<file path="config.mk">
export PLATFORM = sky130hd
export DESIGN_NAME = mem_access_ctrl_flat
export DESIGN_NICKNAME = d
export VERILOG_FILES = /design/src/rtl/mem_access_ctrl_if.sv /design/src/rtl/mem_access_ctrl.sv /design/src/flat_wrapper.sv
export SDC_FILE = /design/constraint.sdc
export NUM_CORES = 1
export LEC_CHECK = 0
export ABC_AREA = 1
export CAP_MARGIN = 20
export CORE_MARGIN = 2
export CORE_UTILIZATION = 40
export DETAILED_ROUTE_END_ITERATION = 10
export PLACE_DENSITY = 0.76
export SLEW_MARGIN = 5
export SYNTH_ARGS = -nofsm -noshare
export SYNTH_HDL_FRONTEND = slang
export SYNTH_SLANG_ARGS = --single-unit
</file>
<file path="constraint.sdc">
create_clock -name clk -period 2.4 [get_ports clk]
set_input_delay 0.48 -clock clk [delete_from_list [all_inputs] [get_ports clk]]
set_output_delay 0.48 -clock clk [all_outputs]
set_load 0.01 [all_outputs]
</file>
<file path="src/rtl/mem_access_ctrl_if.sv">
// Pipeline-side request/response handshake bundle for mem_access_ctrl.
// master = pipeline (issues requests, takes responses), slave = controller.
interface mem_access_ctrl_if #(
  parameter int ADDR_W = 16,
  parameter int DATA_W = 16
);
  logic              req_valid;
  logic              req_ready;
  logic              req_we;
  logic [ADDR_W-1:0] req_addr;
  logic [DATA_W-1:0] req_wdata;
  logic              rsp_valid;
  logic              rsp_ready;
  logic [DATA_W-1:0] rsp_rdata;
  logic              rsp_fault;

  modport master (
    output req_valid, req_we, req_addr, req_wdata, rsp_ready,
    input  req_ready, rsp_valid, rsp_rdata, rsp_fault
  );

  modport slave (
    input  req_valid, req_we, req_addr, req_wdata, rsp_ready,
    output req_ready, rsp_valid, rsp_rdata, rsp_fault
  );
endinterface

</file>
<file path="src/rtl/mem_access_ctrl.sv">
// Single-outstanding load/store controller: IDLE -> ACCESS (one strobe cycle) -> RESP.
// Optional out-of-range fault reporting enabled by defining MEM_BOUNDS_CHECK_EN.
module mem_access_ctrl #(
  parameter int ADDR_W    = 16,
  parameter int DATA_W    = 16,
  parameter int MEM_DEPTH = 256
) (
  input  logic              clk,
  input  logic              rst_n,
  mem_access_ctrl_if.slave  bus,
  output logic [ADDR_W-1:0] mem_addr,
  output logic [DATA_W-1:0] mem_write_data,
  output logic              mem_write_en,
  output logic              mem_read_en,
  input  logic [DATA_W-1:0] mem_read_data,
  output logic [15:0]       txn_count
);

  typedef enum logic [1:0] {IDLE, ACCESS, RESP} state_t;

  state_t state;
  logic   fault_q;
  logic   addr_oob;
  logic   req_fault;

  assign addr_oob = (64'(bus.req_addr) >= 64'(MEM_DEPTH));

`ifdef MEM_BOUNDS_CHECK_EN
  assign req_fault = addr_oob;
`else
  // Bounds checking disabled: fault is constant 0, addr_oob only keeps MEM_DEPTH referenced.
  assign req_fault = 1'b0 & addr_oob;
`endif

  always_ff @(posedge clk or negedge rst_n) begin
    if (!rst_n) begin
      state          <= IDLE;
      fault_q        <= 1'b0;
      bus.req_ready  <= 1'b1;
      bus.rsp_valid  <= 1'b0;
      bus.rsp_rdata  <= '0;
      bus.rsp_fault  <= 1'b0;
      mem_addr       <= '0;
      mem_write_data <= '0;
      mem_write_en   <= 1'b0;
      mem_read_en    <= 1'b0;
      txn_count      <= '0;
    end else begin
      case (state)
        IDLE: begin
          if (bus.req_valid) begin
            state          <= ACCESS;
            bus.req_ready  <= 1'b0;
            fault_q        <= req_fault;
            mem_addr       <= bus.req_addr;
            mem_write_data <= (bus.req_we && !req_fault) ? bus.req_wdata : '0;
            mem_write_en   <= bus.req_we && !req_fault;
            mem_read_en    <= !bus.req_we && !req_fault;
          end
        end
        ACCESS: begin
          state          <= RESP;
          bus.rsp_valid  <= 1'b1;
          bus.rsp_rdata  <= mem_read_en ? mem_read_data : '0;
          bus.rsp_fault  <= fault_q;
          mem_addr       <= '0;
          mem_write_data <= '0;
          mem_write_en   <= 1'b0;
          mem_read_en    <= 1'b0;
        end
        RESP: begin
          if (bus.rsp_ready) begin
            state         <= IDLE;
            bus.req_ready <= 1'b1;
            bus.rsp_valid <= 1'b0;
            txn_count     <= txn_count + 16'd1;
          end
        end
        default: begin
          state         <= IDLE;
          bus.req_ready <= 1'b1;
          bus.rsp_valid <= 1'b0;
          mem_write_en  <= 1'b0;
          mem_read_en   <= 1'b0;
        end
      endcase
    end
  end

endmodule

</file>
<file path="src/flat_wrapper.sv">
// flat-port wrapper written by rule: the top's interface ports become plain ports
module mem_access_ctrl_flat 
#(
  parameter int ADDR_W    = 16,
  parameter int DATA_W    = 16,
  parameter int MEM_DEPTH = 256
)
  (clk, rst_n, mem_addr, mem_write_data, mem_write_en, mem_read_en, mem_read_data, txn_count, bus_req_valid, bus_req_we, bus_req_addr, bus_req_wdata, bus_rsp_ready, bus_req_ready, bus_rsp_valid, bus_rsp_rdata, bus_rsp_fault);
  mem_access_ctrl_if #(.ADDR_W(ADDR_W), .DATA_W(DATA_W)) bus_i ();
  input  logic clk;
  input  logic rst_n;
  output logic [ADDR_W-1:0] mem_addr;
  output logic [DATA_W-1:0] mem_write_data;
  output logic mem_write_en;
  output logic mem_read_en;
  input  logic [DATA_W-1:0] mem_read_data;
  output logic [15:0] txn_count;
  input wire logic [$bits(bus_i.req_valid)-1:0] bus_req_valid;
  input wire logic [$bits(bus_i.req_we)-1:0] bus_req_we;
  input wire logic [$bits(bus_i.req_addr)-1:0] bus_req_addr;
  input wire logic [$bits(bus_i.req_wdata)-1:0] bus_req_wdata;
  input wire logic [$bits(bus_i.rsp_ready)-1:0] bus_rsp_ready;
  output wire logic [$bits(bus_i.req_ready)-1:0] bus_req_ready;
  output wire logic [$bits(bus_i.rsp_valid)-1:0] bus_rsp_valid;
  output wire logic [$bits(bus_i.rsp_rdata)-1:0] bus_rsp_rdata;
  output wire logic [$bits(bus_i.rsp_fault)-1:0] bus_rsp_fault;
  assign bus_i.req_valid = bus_req_valid;
  assign bus_i.req_we = bus_req_we;
  assign bus_i.req_addr = bus_req_addr;
  assign bus_i.req_wdata = bus_req_wdata;
  assign bus_i.rsp_ready = bus_rsp_ready;
  assign bus_req_ready = bus_i.req_ready;
  assign bus_rsp_valid = bus_i.rsp_valid;
  assign bus_rsp_rdata = bus_i.rsp_rdata;
  assign bus_rsp_fault = bus_i.rsp_fault;
  mem_access_ctrl #(.ADDR_W(ADDR_W), .DATA_W(DATA_W), .MEM_DEPTH(MEM_DEPTH)) u_core (.clk(clk), .rst_n(rst_n), .bus(bus_i), .mem_addr(mem_addr), .mem_write_data(mem_write_data), .mem_write_en(mem_write_en), .mem_read_en(mem_read_en), .mem_read_data(mem_read_data), .txn_count(txn_count));
endmodule
</file>
==> results.md, run 1 <==
- Run status: finished clean
- Relative slew margins: slightly below 60%
- Top delay family on crit path: buffers and inverters
- Vias in the first global route: roughly 2500
- Number of core rows: 31
- Slowest stage cell on the critical path: clkdlybuf4s50_1
- Hold WC Path Type: in2async
- Most frequent cell after synthesis: nand2_1
- Synth cell types: 27
- Yosys top cell area share: 57.9%
- Final ANT Viol Nets: 0
- CTS tree: yes
- Fin util: between 60 and 70%
- Fin. Hold Viols: 0
- Die width: between 90 and 100 µm
- Largest net degree at the start of global routing: 39
- WS Path Type: reg2out
- Crit path cell chain: buf_4 > clkdlybuf4s50_1
- Die area: just over 8000 µm²
- Deepest clock path buffer count: 2
- P&R area growth vs syn: 49.7%
- H-tree levels: 3
- Clk slew on worst S/H paths: approximately 0.070 ns
- Clk_lat worst skew: 0.33 ns
- Most frequent cells after synthesis: nand2_1 (100), nand3_1 (70), dfrtp_1 (69), inv_1 (13), nor2_1 (13)
- Synth Cell Area: 2980 µm²
- Clk root buf: clkbuf_8
- GRT Util Overall: 18.0%
- Number of buffers created by CTS: 9
- Synthesized instance count: around 320
- Total power: between 4000 and 5000 µW
- Final Critical Period: 1.93 ns
- Synth area leaders: dfrtp_1 (58%), nand2_1 (13%), nand3_1 (12%), buf_2 (1.7%), inv_1 (1.6%)
- Post-CTS sizing: 0
- Clk_skew: about 0.0072 ns
- Power Density: approximately 1100 nW/µm²
- Initial antenna violation count: 0
- Hold buffers post-CTS: 0
- Yosys warnings: 0
- Clock Sinks: 70
- Post-synth ARST share: 100%
- Initial DRC count: just over 80
- GPL Wtd Cong: approximately 0.80
- Crit-path max FO: 18
- Net Count, Synth: 378
- Nets: 500
- IO buf count: 120
- Initial Utilization: 41.1%
- WL/cell: ~13 µm
- Post-synthesis average cell area: 9.20 µm²
- Share of layout cells above drive strength 1: a little under a tenth
- Worst slew pin tran: 0.631 ns
- Post-synth EDFFs: 0
- Yosys top cell by area: dfrtp_1
- Max cap viols: 0
- Final setup violation count: 0
- Via Count: between 2000 and 3000
- CP Buf/Inv Count: 2
- Number of detailed-route iterations in the first pass: 4
- CP peak stage delay: slightly below 0.6 ns
- CP Data Arrival Time: around 1.5 ns
- FF+latch count, synth: 70
- Fin Setup TNS: 0 ns
- Post-synth top flop: dfrtp_1
- Core area: roughly 7300 µm²
- Grt ovf: 0
- Max Clk Rate: between 500 and 600 MHz
- RSZ-0062 raised after global routing: false
- Final period utilization: 80.5%
- Post-Route WL: around 7.3 mm
- Vias per inst: 4.82
- Fin. max-slew vios: 0
- Maximum VDD drop: approximately 0.00057 V
- CP Launch Type: register
- Register area share after synthesis: between 50% and 60%
- Post-CTS setup buffer count: 0
- Global-route wire length before repair: approximately 12 mm
- Diodes inserted: 0
- DP Wirelength: 5.25 mm
- Drt drc: 0
- Critical Path End Type: primary output
- I/O pin count: 122
- Die H: around 90 µm
- P_leak: roughly 0.0021 µW
- CP Data Required Time: between 1.5 and 2 ns
==> cells by family after synthesis <==
family / Yosys count / synth area share (%)
AND/OR/NAND/NOR: 198 / 30.6
flip-flops: 70 / 58.8
buffers and inverters: 32 / 4.70
AO/OA/AOI/OAI: 11 / 2.06
XOR/XNOR: 10 / 2.94
adder cells (fa/ha/maj): 1 / 0.420
other: 1 / 0.126
multiplexers: 1 / 0.378
==> power breakdown <==
part | switching, µW | leakage [µW] | internal (µW) | total, µW
Sequential | 299 | 0.000914 | 1620 | 1920
Clock | 410 | 0.0000968 | 474 | 883
Combinational | 988 | 0.00113 | 1060 | 2050
==> cell usage in the layout (no fill, tap or decap) <==
| cell type | count |
|---|---|
| nor3_2 | 1 |
| nand4_2 | 1 |
| nand3_1 | 70 |
| clkinv_2 | 4 |
| inv_2 | 4 |
| dfrtp_1 | 69 |
| nand4_1 | 1 |
| buf_2 | 1 |
| nand3_4 | 1 |
| o21bai_2 | 1 |
| xnor2_1 | 5 |
| a21oi_1 | 1 |
| conb_1 | 1 |
| nand2_2 | 4 |
| dfstp_2 | 1 |
| nor2_4 | 3 |
| buf_12 | 1 |
| nor2_1 | 13 |
| ha_1 | 1 |
| nand2_1 | 100 |
| mux2_1 | 1 |
| nor2_2 | 2 |
| xor2_1 | 5 |
| bufinv_16 | 1 |
| o21ai_1 | 3 |
| buf_4 | 5 |
| clkbuf_1 | 2 |
| nand3_2 | 2 |
| clkdlybuf4s50_1 | 119 |
| inv_1 | 13 |
| clkbuf_8 | 9 |
| o21ai_0 | 6 |
==> through the flow <==
stage	std cells	hold WS, ns	setup WS, ns	cell area (µm²)
2_1_floorplan	324	0.184	1.11	2980
3_3_place_gp	534	0.386	0.542	4280
3_5_place_dp	534	0.393	0.520	4280
4_1_cts	550	0.0248	0.439	4460
5_1_grt	550	0.0486	0.398	4460
6_report	550	0.0275	0.468	4460
==> sequential cells by signal, summed over array words and instances (netlist names) <==
register / cells
u_core.state: 2
u_core.mem_write_data: 16
u_core.bus.rsp_rdata: 16
u_core.bus.rsp_valid: 1
u_core.txn_count: 16
u_core.bus.req_ready: 1
u_core.mem_read_en: 1
u_core.mem_write_en: 1
u_core.mem_addr: 16
==> cell type report <==
cell class,instances,area [µm²]
Timing Repair Buffer,126,1250
Multi-Input combinational cell,222,1090
Clock inverter,5,50.0
Inverter,17,63.8
Clock buffer,11,131
Sequential cell,70,1750
Fill cell,640,2790
Tap cell,99,124
==> layer usage <==
| layer | wire length, µm | vias to the layer above | track usage, % |
|---|---|---|---|
| met5 | 0 | - | 0 |
| met4 | 80 | 0 | 6.41 |
| met3 | 546 | 10 | 5.09 |
| met2 | 3440 | 101 | 28.5 |
| met1 | 3180 | 1257 | 23.9 |
| li1 | - | 1281 | - |
==> path summary, 6_finish.rpt <==
| kind | from | endpoint | slack (ns) | depth (start not counted) |
|---|---|---|---|---|
| setup / recovery | u_core.mem_read_en | mem_read_en | 0.47 | 2 |
| setup reg to reg | u_core.state[1] | u_core.mem_write_data[0] | 0.79 | 5 |
| hold / removal | rst_n | u_core.txn_count[12] | 0.03 | 1 |
| max in group asynchronous | rst_n | u_core.mem_write_data[5] | 1.78 | 2 |
| min in group clk | u_core.bus.rsp_rdata[4] | u_core.bus.rsp_rdata[4] | 0.48 | 2 |
| hold reg to reg | u_core.bus.rsp_rdata[4] | u_core.bus.rsp_rdata[4] | 0.48 | 2 |
Note: power is estimated with default switching activity, not from simulation.
==> run 2: changes to the inputs <==
--- a/config.mk
+++ b/config.mk
@@ -8,9 +8,9 @@
 export ABC_AREA = 1
 export CAP_MARGIN = 20
 export CORE_MARGIN = 2
-export CORE_UTILIZATION = 40
+export CORE_UTILIZATION = 39
 export DETAILED_ROUTE_END_ITERATION = 10
-export PLACE_DENSITY = 0.76
+export PLACE_DENSITY = 0.78
 export SLEW_MARGIN = 5
 export SYNTH_ARGS = -nofsm -noshare
 export SYNTH_HDL_FRONTEND = slang
==> constraint.sdc (replaced) <==
create_clock -name clk -period 1.7 [get_ports clk]
set_input_delay 0.34 -clock clk [delete_from_list [all_inputs] [get_ports clk]]
set_output_delay 0.34 -clock clk [all_outputs]
set_load 0.01 [all_outputs]
==> results.md, run 2 (synthesis gave the netlist of run 1 again) <==
- Initial DRC count: 57
- GPL Wtd Cong: slightly below 0.8
- Clk root buf: clkbuf_8
- Hold WC Path Type: in2async
- Initial antenna violation count: 0
- Fin Setup TNS: 0 ns
- Fin. Hold Viols: 0
- DP Wirelength: ~5.5 mm
- GRT Util Overall: between 10% and 20%
- FF-to-FF End: u_core.txn_count[10]
- WS Path Type: reg2out
- CP Data Required Time: 1.36 ns
- Global-route wire length before repair: 12.8 mm
- P_leak: around 0.0022 µW
- Critical path depth in cells: 1
- RSZ-0062 raised after global routing: false
- I/O pin count: 122
- Share of layout cells above drive strength 1: between 10% and 20%
- Commonest non-fill, non-tap cell in the layout: clkdlybuf4s50_1
- Max cap viols: 0
- Vias in the first global route: 2753
- CP Buf/Inv Count: 1
- Crit-path max FO: 4
- Fin. max-slew vios: 0
- Worst r2r src: u_core.txn_count[0]
- Number of buffers created by CTS: 9
- Crit path cell chain: clkdlybuf4s50_1
- Final ANT Viol Nets: 0
- Die area: ~8400 µm²
- Run status: finished clean
- Final Critical Period: around 1.7 ns
- CTS tree: yes
- P&R area growth vs syn: 53.2%
- Die H: 91.4 µm
- Slowest stage cell on the critical path: clkdlybuf4s50_1
- R2R setup slack: 0.31 ns
- Via Count: between 2000 and 3000
- Hold_ws: between 0.3 and 0.4 ns
- CP Data Arrival Time: approximately 1.3 ns
- Initial Utilization: around 41%
- CP peak stage delay: approximately 0.56 ns
- Vias per inst: between 4 and 5
- Largest net degree at the start of global routing: 38
- Post-Route WL: ~7.5 mm
- Grt ovf: 0
- Clk_lat worst skew: about 0.33 ns
- WL/cell: 13.5 µm
- Worst setup path endpoint: txn_count[6]
- Critical Path End Type: primary output
- Diodes inserted: 0
- Drt drc: 0
- Maximum VDD drop: a little over 0.0008 V
- Die width: about 90 µm
- CP Launch Type: register
- Deepest clock path buffer count: 2
- Most frequent cells in the layout: clkdlybuf4s50_1 (117), nand2_1 (100), nand3_1 (70)
- Worst r2r path cells: 6
- Clock Sinks: 70
- H-tree levels: 3
- Nets: about 510
- Final setup violation count: 0
- Filler Cells Inserted: approximately 620
- Clk_skew: around 0.0078 ns
- Number of detailed-route iterations in the first pass: 4
- Crit path from: u_core.txn_count[6]
- Top delay family on crit path: buffers and inverters
- Register Area: around 1800 µm²
- Clk slew on worst S/H paths: about 0.07 ns
- Max Clk Rate: 605 MHz
- Number of core rows: 31
- Final period utilization: between 90% and 100%
- IO buf count: 120
- Core area: between 7000 and 8000 µm²
- Power Density: about 1600 nW/µm²
- Multi-input logic area: between 1000 and 1500 µm²
-- run 2: cell types whose count changed in the layout (fill, tap and decap cells not counted), moves of 2 or more --
cell / change
buf_4: +8
clkdlybuf4s50_1: -2
clkinv_2: -2
dfrtp_1: -2
dfrtp_2: +2
-- run 2: metrics by stage --
step / power (µW) / area (µm²) / setup slack [ns] / cells / util [%]
2_1_floorplan: 3990 / 2980 / 0.407 / 324 / -
3_3_place_gp: 5610 / 4310 / 0.0912 / 537 / 58.8
3_5_place_dp: 5700 / 4310 / 0.0191 / 537 / 58.8
4_1_cts: 7160 / 4540 / 0.000153 / 555 / 61.9
5_1_grt: 7560 / 4570 / 0.00310 / 558 / 62.3
6_report: 7110 / 4570 / 0.0477 / 558 / 62.3
-- run 2: worst min path at each step --
| stage | from | to | slack (ns) | cells after the start |
|---|---|---|---|---|
| 6_report | rst_n | u_core.txn_count[9] | 0.39 | 2 |
| 5_1_grt | rst_n | u_core.txn_count[9] | 0.40 | 2 |
| 4_1_cts | rst_n | u_core.txn_count[9] | 0.39 | 2 |
| 3_5_place_dp | rst_n | u_core.txn_count[9] | 0.19 | 1 |
| 3_3_place_gp | rst_n | u_core.txn_count[9] | 0.19 | 1 |
| 2_1_floorplan | rst_n | u_core.bus.rsp_rdata[0] | 0.04 | 0 |
-- run 2: report_power, final --
part / switching, µW / internal [µW]
clock network: 584 / 863
logic: 1420 / 1530
registers: 418 / 2290
total: 2420 / 4690
-- run 2: final cells by class --
| cell class | count | share of cell area (%) |
|---|---|---|
| clock buffers | 12 | 3.18 |
| clock inverters | 4 | 1.53 |
| inverters | 17 | 1.40 |
| multi-input cells | 222 | 23.8 |
| flip-flops and latches | 70 | 38.4 |
| well taps | 99 | 2.71 |
| repair buffers | 134 | 28.9 |
-- run 2: timing repair --
item | in CTS | in global routing
endpoints found under the setup margin | 3 | 4
resized for setup | 2 | 2
setup buffers | 1 | 3
cloned | 0 | 0
hold endpoints to repair | 7 | 0
hold buffers | 1 | 0
-- run 2: routing by layer --
layer,part of all wire [%],global-route usage [%]
met3,5.8,3.98
met2,48,31.7
met1,44,24.0
met4,1.4,8.08
met5,0,0
==> run 3: changes to the inputs <==
--- a/config.mk
+++ b/config.mk
@@ -6,6 +6,7 @@
 export NUM_CORES = 1
 export LEC_CHECK = 0
 export ABC_AREA = 1
+export ABC_CLOCK_PERIOD_IN_PS = 1700
 export CAP_MARGIN = 20
 export CORE_MARGIN = 2
 export CORE_UTILIZATION = 39
@@ -15,3 +16,4 @@
 export SYNTH_ARGS = -nofsm -noshare
 export SYNTH_HDL_FRONTEND = slang
 export SYNTH_SLANG_ARGS = --single-unit
+export TNS_END_PERCENT = 1
==> results.md, run 3 (synthesis gave the netlist of run 1 again) <==
- Critical Path End Type: primary output
- Diodes inserted: 0
- Nets: approximately 500
- Global-route wire length before repair: approximately 13 mm
- Final setup violation count: 0
- Commonest non-fill, non-tap cell in the layout: clkdlybuf4s50_1
- Run status: finished clean
- WL/cell: 13.6 µm
- Most frequent cells in the layout: clkdlybuf4s50_1 (114), nand2_1 (100), nand3_1 (70)
- Top delay family on crit path: buffers and inverters
- H-tree levels: 3
- Clk slew on worst S/H paths: around 0.070 ns
- WS Path Type: reg2out
- Maximum VDD drop: between 0.0008 and 0.0009 V
- Deepest clock path buffer count: 2
- Clk_skew: just under 0.008 ns
- Hold WC Path Type: in2async
- I/O pin count: 122
- CP Data Arrival Time: 1.31 ns
- CP Buf/Inv Count: 1
- Inst Count DP: 537
- Drt drc: 0
- Grt ovf: 0
- Die area: approximately 8400 µm²
- Via Count: between 2000 and 3000
- Final Critical Period: about 1.7 ns
- Vias in the first global route: between 2000 and 3000
- Final period utilization: 97.2%
- Number of detailed-route iterations in the first pass: 4
- Max Clk Rate: approximately 610 MHz
- Fin Setup TNS: 0 ns
- GRT Util Overall: roughly a fifth
- CP peak stage delay: 0.56 ns
- Share of layout cells above drive strength 1: between 10% and 20%
- Crit path cell chain: clkdlybuf4s50_1
- Core area: 7330 µm²
- P_leak: about 0.0022 µW
- Die H: slightly above 90 µm
- Final ANT Viol Nets: 0
- Initial Utilization: 40.7%
- CTS tree: yes
- Post-Layout Cell Count: ~550
- Slowest stage cell on the critical path: clkdlybuf4s50_1
- Fin. Hold Viols: 0
- Number of buffers created by CTS: 9
- CP Launch Type: register
- Clock Sinks: 70
- Clk root buf: clkbuf_8
- DP Wirelength: 5.54 mm
- Number of core rows: 31
- CP Data Required Time: approximately 1.4 ns
- Die width: around 90 µm
- Crit-path max FO: 4
- P&R area growth vs syn: 52.3%
- Max cap viols: 0
- Clk_lat worst skew: ~0.33 ns
- GPL Wtd Cong: roughly 0.8
- Largest net degree at the start of global routing: 38
- Vias per inst: around 4.7
- RSZ-0062 raised after global routing: false
- Post-Route WL: ~7.5 mm
- Initial antenna violation count: 0
- IO buf count: 120
- Fin. max-slew vios: 0
- Power Density: 1560 nW/µm²
- Initial DRC count: 61
run 3: changes by cell type in the layout (fill, tap and decap cells not counted), sizes merged:
cell / previous run / this run
clkdlybuf4s50: 117 / 114
buf: 14 / 10
dlygate4sd2: 1 / 2
dlymetal6s2s: 1 / 3
run 3: per-stage QoR:
| stage | hold WS [ns] | total power [µW] | util (%) | area (µm²) | setup slack (ns) |
|---|---|---|---|---|---|
| detailed placement | 0.187 | 5700 | 58.8 | 4310 | 0.0191 |
| floorplan | 0.0444 | 3990 | - | 2980 | 0.407 |
| global route | 0.401 | 7530 | 61.9 | 4540 | 0.00310 |
| global placement | 0.185 | 5610 | 58.8 | 4310 | 0.0912 |
| finish | 0.394 | 7080 | 61.9 | 4540 | 0.0475 |
| CTS | 0.386 | 7160 | 61.8 | 4530 | 0.000153 |
run 3: layer usage:
layer  GRT usage [%]  part of all wire, %
met3            3.98                  5.4
met5               0                    0
met4            8.08                  1.4
met1            24.0                   45
met2            31.7                   49
run 3: final timing paths:
path                                       from                      end  slack (ns)  cells after the start
max reg2reg                 u_core.txn_count[0]     u_core.txn_count[10]        0.31                      6
min in group clk           u_core.bus.req_ready     u_core.bus.req_ready        0.49                      2
max                         u_core.txn_count[6]             txn_count[6]        0.05                      1
min reg2reg                u_core.bus.req_ready     u_core.bus.req_ready        0.49                      2
min                                       rst_n      u_core.txn_count[9]        0.39                      2
max in group asynchronous                 rst_n  u_core.bus.rsp_rdata[6]        0.75                      3
run 3: where the power goes:
part	internal, µW	switching [µW]
combinational	1510	1410
clock	863	583
sequential	2290	422
run 3: what timing repair did:
item / 4_1_cts / 5_1_grt
gates resized for setup: 3 / 4
hold buffers: 1 / 0
hold endpoints to repair: 7 / 0
setup endpoints to repair: 3 / 4
pin swaps: 0 / 0
setup buffers: 0 / 0
run 3: cell type report:
cell class	instances	area (µm²)
fill	622	2790
sequential	70	1760
timing repair buffer	130	1290
multi-input combinational	222	1090
clock buffer	12	145
tap	99	124
clock inverter	4	70.1
inverter	17	63.8
